==> src/rtl/muldiv_seq_if.sv <==
// Operation interface for the sequential multiplier/divider.
//
// Handshake: the requester raises start for one cycle with op/a/b valid; the
// request is taken on that rising edge when busy is low. While busy is high
// further starts are dropped (no queueing). done pulses for exactly one cycle
// when hi/lo/dz carry a fresh result; abort cancels a running operation and
// produces no done.
interface muldiv_seq_if #(
   parameter int WIDTH = 32
);
   logic             start;
   logic             op;
   logic [WIDTH-1:0] a;
   logic [WIDTH-1:0] b;
   logic             abort;
   logic             busy;
   logic             done;
   logic [WIDTH-1:0] hi;
   logic [WIDTH-1:0] lo;
   logic             dz;

   modport master (
      output start, op, a, b, abort,
      input  busy, done, hi, lo, dz
   );

   modport slave (
      input  start, op, a, b, abort,
      output busy, done, hi, lo, dz
   );
endinterface

==> src/rtl/muldiv_seq.sv <==
// Sequential unsigned multiplier (shift-add) and divider (restoring), one
// iteration per cycle, WIDTH iterations per operation. Results are only
// published on completion; working registers stay internal.
module muldiv_seq #(
   parameter int WIDTH = 32
) (
   input  logic         clk,
   input  logic         reset,
   muldiv_seq_if.slave  bus,
   output logic [1:0]   dbg_state
);

   localparam int CW = (WIDTH > 1) ? $clog2(WIDTH) : 1;

   typedef enum logic [1:0] {
      IDLE = 2'd0,
      RUN  = 2'd1,
      DONE = 2'd2
   } state_t;

   state_t           state;
   logic [CW-1:0]    cnt;
   logic             op_r;
   logic [WIDTH-1:0] opnd;    // multiplicand (mult) or divisor (div)
   logic [WIDTH-1:0] w_hi;    // accumulator upper half / partial remainder
   logic [WIDTH-1:0] w_lo;    // multiplier bits / dividend-quotient bits
   logic             busy_r;
   logic             done_r;
   logic [WIDTH-1:0] hi_r;
   logic [WIDTH-1:0] lo_r;
   logic             dz_r;

   logic [WIDTH:0]   mul_sum;
   logic [WIDTH:0]   div_shift;
   logic [WIDTH+1:0] div_trial;
   logic [WIDTH-1:0] nxt_hi;
   logic [WIDTH-1:0] nxt_lo;

   // One iteration of the selected algorithm on the working registers.
   always_comb begin
      mul_sum   = '0;
      div_shift = '0;
      div_trial = '0;
      nxt_hi    = w_hi;
      nxt_lo    = w_lo;
      if (!op_r) begin
         // Add the multiplicand when the current multiplier bit is set, then
         // shift the whole accumulator right by one (carry enters at top).
         mul_sum = {1'b0, w_hi} + (w_lo[0] ? {1'b0, opnd} : '0);
         nxt_hi  = mul_sum[WIDTH:1];
         nxt_lo  = {mul_sum[0], w_lo[WIDTH-1:1]};
      end else begin
         // Bring the next dividend bit into the remainder and try to subtract;
         // the extra top bit of the trial is the borrow. A zero divisor never
         // borrows, giving an all-ones quotient and remainder equal to a.
         div_shift = {w_hi, w_lo[WIDTH-1]};
         div_trial = {1'b0, div_shift} - {2'b00, opnd};
         if (!div_trial[WIDTH+1]) begin
            nxt_hi = div_trial[WIDTH-1:0];
            nxt_lo = {w_lo[WIDTH-2:0], 1'b1};
         end else begin
            nxt_hi = div_shift[WIDTH-1:0];
            nxt_lo = {w_lo[WIDTH-2:0], 1'b0};
         end
      end
   end

   // Control FSM, working registers and registered outputs.
   always_ff @(posedge clk or negedge reset) begin
      if (!reset) begin
         state  <= IDLE;
         cnt    <= '0;
         op_r   <= 1'b0;
         opnd   <= '0;
         w_hi   <= '0;
         w_lo   <= '0;
         busy_r <= 1'b0;
         done_r <= 1'b0;
         hi_r   <= '0;
         lo_r   <= '0;
         dz_r   <= 1'b0;
      end else begin
         done_r <= 1'b0;
         case (state)
            IDLE, DONE: begin
               if (bus.start) begin
                  state  <= RUN;
                  busy_r <= 1'b1;
                  cnt    <= '0;
                  op_r   <= bus.op;
                  w_hi   <= '0;
                  if (bus.op) begin
                     opnd <= bus.b;
                     w_lo <= bus.a;
                  end else begin
                     opnd <= bus.a;
                     w_lo <= bus.b;
                  end
               end else begin
                  state  <= IDLE;
                  busy_r <= 1'b0;
               end
            end
            RUN: begin
               if (bus.abort) begin
                  // Cancel: published results are left untouched.
                  state  <= IDLE;
                  busy_r <= 1'b0;
               end else begin
                  w_hi <= nxt_hi;
                  w_lo <= nxt_lo;
                  if (cnt == CW'(WIDTH - 1)) begin
                     state  <= DONE;
                     busy_r <= 1'b0;
                     done_r <= 1'b1;
                     hi_r   <= nxt_hi;
                     lo_r   <= nxt_lo;
                     dz_r   <= op_r && (opnd == '0);
                  end else begin
                     cnt <= cnt + 1'b1;
                  end
               end
            end
            default: begin
               state  <= IDLE;
               busy_r <= 1'b0;
            end
         endcase
      end
   end

   assign bus.busy  = busy_r;
   assign bus.done  = done_r;
   assign bus.hi    = hi_r;
   assign bus.lo    = lo_r;
   assign bus.dz    = dz_r;
   assign dbg_state = state;

endmodule
==> src/flat_wrapper.sv <==
// flat-port wrapper written by rule: the top's interface ports become plain ports
module muldiv_seq_flat 
#(
   parameter int WIDTH = 32
)
  (clk, reset, dbg_state, bus_start, bus_op, bus_a, bus_b, bus_abort, bus_busy, bus_done, bus_hi, bus_lo, bus_dz);
  muldiv_seq_if #(.WIDTH(WIDTH)) bus_i ();
  input  logic clk;
  input  logic reset;
  output logic [1:0] dbg_state;
  input wire logic [$bits(bus_i.start)-1:0] bus_start;
  input wire logic [$bits(bus_i.op)-1:0] bus_op;
  input wire logic [$bits(bus_i.a)-1:0] bus_a;
  input wire logic [$bits(bus_i.b)-1:0] bus_b;
  input wire logic [$bits(bus_i.abort)-1:0] bus_abort;
  output wire logic [$bits(bus_i.busy)-1:0] bus_busy;
  output wire logic [$bits(bus_i.done)-1:0] bus_done;
  output wire logic [$bits(bus_i.hi)-1:0] bus_hi;
  output wire logic [$bits(bus_i.lo)-1:0] bus_lo;
  output wire logic [$bits(bus_i.dz)-1:0] bus_dz;
  assign bus_i.start = bus_start;
  assign bus_i.op = bus_op;
  assign bus_i.a = bus_a;
  assign bus_i.b = bus_b;
  assign bus_i.abort = bus_abort;
  assign bus_busy = bus_i.busy;
  assign bus_done = bus_i.done;
  assign bus_hi = bus_i.hi;
  assign bus_lo = bus_i.lo;
  assign bus_dz = bus_i.dz;
  muldiv_seq #(.WIDTH(WIDTH)) u_core (.clk(clk), .reset(reset), .bus(bus_i), .dbg_state(dbg_state));
endmodule
==> config.mk <==
export PLATFORM = sky130hd
export DESIGN_NAME = muldiv_seq_flat
export DESIGN_NICKNAME = d
export VERILOG_FILES = /design/src/rtl/muldiv_seq_if.sv /design/src/rtl/muldiv_seq.sv /design/src/flat_wrapper.sv
export SDC_FILE = /design/constraint.sdc
export NUM_CORES = 1
export LEC_CHECK = 0
export CORE_UTILIZATION = 58
export CTS_CLUSTER_SIZE = 25
export DETAILED_ROUTE_END_ITERATION = 7
export PLACE_DENSITY = 0.82
export SETUP_SLACK_MARGIN = 0.15
export SKIP_LAST_GASP = 1
export SYNTH_ARGS = -nofsm -noshare
export SYNTH_HDL_FRONTEND = slang
export SYNTH_SLANG_ARGS = --single-unit
==> constraint.sdc <==
create_clock -name clk -period 4.85 [get_ports clk]
set_input_delay 0.7275 -clock clk [delete_from_list [all_inputs] [get_ports clk]]
set_output_delay 0.7275 -clock clk [all_outputs]
set_load 0.02 [all_outputs]
# After elaboration in Yosys (flattened, before gate mapping)
# Cells that the tools add are included.
# word_totals
input_bits	69
out_inout_bits	69
elab_cells	59
regBits	171
# classes
reduce_logical	9
mux	28
eq_ne	7
n_bitwise	1
n_addsub	3
# op_table
operator	n
32-bit two-way mux	10
32-bit case mux with 2 select lines	2
33-bit by 32-bit subtractor with 34-bit output	1
32-bit by 33-bit adder with 33-bit output	1
32-bit logical NOT	1
5-bit two-way mux	3
5-bit case mux with 2 select lines	1
1-bit two-way mux	8
2-bit inequality test, second input constant	3
3-bit AND reduction	2
5-bit by 1-bit adder with 5-bit output, second input constant	1
5-bit == test, second input constant	1
2-bit two-way mux	2
2-bit case mux with 2 select lines	1
4-bit AND reduction	1
3-bit by 2-bit inequality test with 1-bit output, second input constant	1
2-bit by 1-bit == test with 1-bit output, second input constant	1
2-bit == test, second input constant	1
2-bit logical NOT	1
1-bit case mux with 2 select lines	1
2-bit AND reduction	1
2-bit nonzero test	1
2-bit OR reduction	1
1-bit logical AND	1
1-bit inverter	1

# Longest topological paths before layout
# logic_depth
ltp_word	5
ltp_mapped	13
ltp_nobuf	13

# Least setup slack after synthesis
# OpenSTA, ideal clock, no wires.
# synth_timing
path_type	register to register
from	reg u_core.w_lo[0]
to	reg u_core.hi_r[19], in the netlist u_core.bus.hi[19]
t_arrival_ns	3.301
t_required_ns	4.725
stages_incl_launch_ff	14
path_slack_ns	1.425
synth_period_minus_slack_ns	3.425
setup_time_ns	0.125
path_buffers	1
path_cell_list	dfrtp_1 -> clkbuf_1 -> and2_1 -> ha_1 -> fa_1 -> a21o_1 -> a221oi_1 -> o21ai_0 -> a311oi_1 -> o21ai_0 -> a311o_1 -> a21oi_1 -> a31oi_1 -> mux2_2
# synth_between
elab_chain_cells	3
# synth_rtl
element	line_no	text
start, declared	muldiv_seq.sv:26	logic [WIDTH-1:0] w_lo;
start signal, assigned	muldiv_seq.sv:94	w_lo <= bus.a;
start signal, assigned	muldiv_seq.sv:97	w_lo <= bus.b;
start signal, assigned	muldiv_seq.sv:111	w_lo <= nxt_lo;
32-bit two-way mux	muldiv_seq.sv:49	mul_sum = {1'b0, w_hi} + (w_lo[0] ? {1'b0, opnd} : '0);
32-bit by 33-bit adder with 33-bit output	muldiv_seq.sv:49	
32-bit two-way mux	muldiv_seq.sv:46	if (!op_r) begin
end signal, assigned	muldiv_seq.sv:116	hi_r <= nxt_hi;
end, declared	muldiv_seq.sv:29	logic [WIDTH-1:0] hi_r;
# No other way between the ends.
# A chain may end at the register's enable or synchronous reset.

# Worst setup path after layout
# layout_timing
from	reg u_core.w_lo[0]
to	reg u_core.hi_r[31], in the netlist u_core.bus.hi[31]
# The elaborated chain is that of the path after synthesis.

==> impl_metrics.json <==
{
  "crit_type": "flop to flop",
  "synth.most_common_cell": "dfrtp_1",
  "worstSetupStartpointType": "flop",
  "grt-ovfl-total": 0,
  "port_buffers": 137,
  "die_h_um": 146,
  "reg2reg_from": "u_core.w_lo[0]$_DFFE_PN0P_",
  "cts_buffer_depth": 2,
  "multiInputGateArea_sq_um": 7320,
  "end_kind": "flop",
  "rrSetupSlack_ps": 790,
  "fillerInstances": 1646,
  "die_w_um": 146,
  "cts-hold-fix-buffers": 0,
  "slew_headroom": 0.255,
  "yosysTopAreaCell": "dfrtp_1",
  "antenna_found_initial": 0,
  "setup_viol": 0,
  "post-route-min-period_ps": 4060,
  "synthArstFlopShare": 1.00,
  "synth_warnings": 0,
  "cts_setup_buffers": 0,
  "drive_gt1_frac": 0.0491,
  "finalHoldWorstSlack_ps": 406,
  "rsz0062_at_grt": "false",
  "synthCells": 1407,
  "start_util": 0.594,
  "boundaryPins": 138,
  "hold_viol": 0,
  "synth_commonest_cells": "dfrtp_1, nand2_1, o21ai_0",
  "vias": 11200,
  "vdd_drop_max_uv": 327,
  "seqCellArea_sq_um": 4260,
  "endpoint": "u_core.bus.hi[31]$_DFFE_PN0P_",
  "cp.arrival_ps": 4360,
  "root_buffer": "clkbuf_16",
  "grt_max_degree": 102,
  "grt.total_usage": 0.341,
  "ys_types": 71,
  "cts_buffers": 17,
  "netlist_top_cells_area": "dfrtp_1, ha_1, mux2i_1, o21ai_0, a211oi_1",
  "num-nets-final": 1633,
  "avgSynthCellArea_sq_um": 8.60,
  "cts.sinks": 170,
  "synthFlopType": "dfrtp_1",
  "htree_levels": 4,
  "routed_wl_um": 35700,
  "fin_area_sq_um": 14200,
  "netlist_area_sq_um": 12100,
  "synth_top_area_frac": 0.352,
  "fmax_mhz": 246,
  "drt_iter0_drc": 927,
  "clock_latency_ps": 440,
  "cts_tree": "yes",
  "drv_cap": 0,
  "syn-num-nets": 1544,
  "utilization": 0.697,
  "timing.final.crit_share": 0.837,
  "worstPathRequired_ps": 5150,
  "r2r_end": "u_core.bus.hi[31]$_DFFE_PN0P_",
  "routedWlPerCell_um": 20.1,
  "setup_tns_ps": 0,
  "status": "completed",
  "drv_slew": 0,
  "powerDensity_nw_per_um2": 644,
  "grt_first_pass_wirelength_um": 57400,
  "cts_resized": 0,
  "placed_area_sq_um": 13600,
  "clk_pin_slew_ps": 80,
  "core_sq_um": 20400,
  "ys_seq_elements": 170,
  "drt_pre_antenna_iters": 5,
  "dieArea_sq_um": 21400,
  "synth-edff-count": 0,
  "drcViolationCount": 0,
  "tightestPinTransition_ps": 1120,
  "rows": 52,
  "gp_congestion": 0.989,
  "reg2regPathDepth": 12,
  "yosysSeqAreaShare": 0.352,
  "cp_max_fo": 19,
  "ant_nets": 0,
  "skew_ps": 14.3,
  "leakage_nw": 6.58,
  "crit_start": "u_core.w_lo[0]$_DFFE_PN0P_",
  "n_antenna_cell": 0,
  "routed_via_density": 6.29,
  "grt_pass1_vias": 10700,
  "hold_path_class": "primary input to async pin",
  "syn_to_final_growth_pct": 17.4,
  "dpl.hpwl_um": 25800
}
routing by layer:
layer	routed length [um]	part of all wire	vias to the layer above	track usage
li1	-	-	5330	-
met1	15700	0.44	5346	0.469
met2	16000	0.45	444	0.530
met3	3060	0.086	67	0.0809
met4	975	0.027	0	0.111
met5	0	0	-	0
critical path, stage by stage, from the launching register on:
cell and delay [ps]:
dfrtp_1 550, and2_1 230, ha_1 220, fa_1 420
a21o_1 210, a22oi_1 220, a21boi_0 180, o31ai_1 510
o211ai_1 380, a31oi_1 360, o21bai_1 160, a211oi_1 360
o31ai_1 120
worst min path at each step:
stage	start	to	slack (ps)	depth (start not counted)
2_1_floorplan	reset	u_core.bus.done$_DFF_PN0_	430	0
3_3_place_gp	u_core.bus.hi[10]$_DFFE_PN0P_	u_core.bus.hi[10]$_DFFE_PN0P_	460	2
3_5_place_dp	u_core.bus.hi[2]$_DFFE_PN0P_	u_core.bus.hi[2]$_DFFE_PN0P_	470	2
4_1_cts	reset	u_core.w_hi[26]$_DFFE_PN0P_	440	1
5_1_grt	reset	u_core.w_hi[26]$_DFFE_PN0P_	480	1
6_report	reset	u_core.w_hi[26]$_DFFE_PN0P_	410	1
cell type report:
class / instances / share of cell area
Multi-Input combinational cell: 1100 / 0.515
Clock inverter: 14 / 0.0107
Clock buffer: 17 / 0.0300
Inverter: 56 / 0.0148
Tap cell: 270 / 0.0238
Timing Repair Buffer: 151 / 0.106
Sequential cell: 170 / 0.300
metrics by stage:
stage | cells | power [mW] | worst slack [ps]
finish | 1778 | 9.15 | 791
global route | 1778 | 9.82 | 578
CTS | 1778 | 9.05 | 838
detailed placement | 1747 | 7.65 | 856
global placement | 1747 | 7.57 | 914
floorplan | 1407 | 6.23 | 1420
power breakdown:
part | leakage (nW) | internal (mW) | switching (mW)
combinational | 4.07 | 2.15 | 3.33
clock | 0.281 | 0.687 | 0.675
sequential | 2.23 | 1.80 | 0.516
state kept, by name (all words and copies together), names as in the netlist:
name and cells:
u_core.w_lo 32, u_core.bus.dz 1, u_core.bus.done 1, u_core.op_r 1
u_core.opnd 32, u_core.w_hi 32, u_core.cnt 5, u_core.bus.hi 32
u_core.dbg_state 2, u_core.bus.lo 32
logic make-up (layout without fill, tap and decap cells):
kind of cell	after synthesis	after routing	synth area share
flops	170	170	0.352
compound gates	495	495	0.269
xor+xnor	46	46	0.0333
mux	76	76	0.0636
buf+inv	137	238	0.0455
fa+ha+maj	68	68	0.0716
simple gates	415	415	0.165
placed cells by master, fill, tap and decap left out, types with 21 or more instances in the layout:
cell	instances
a21oi_1	73
dfrtp_1	169
a211oi_1	76
nor2b_1	40
xnor2_1	29
a21o_1	68
a31oi_1	21
nand2_1	145
clkdlybuf4s50_1	135
mux2i_1	69
o21ai_0	135
nor2_1	69
and2_1	38
inv_1	54
nand3_1	42
ha_1	66
Power figures use the tool's default switching activity.
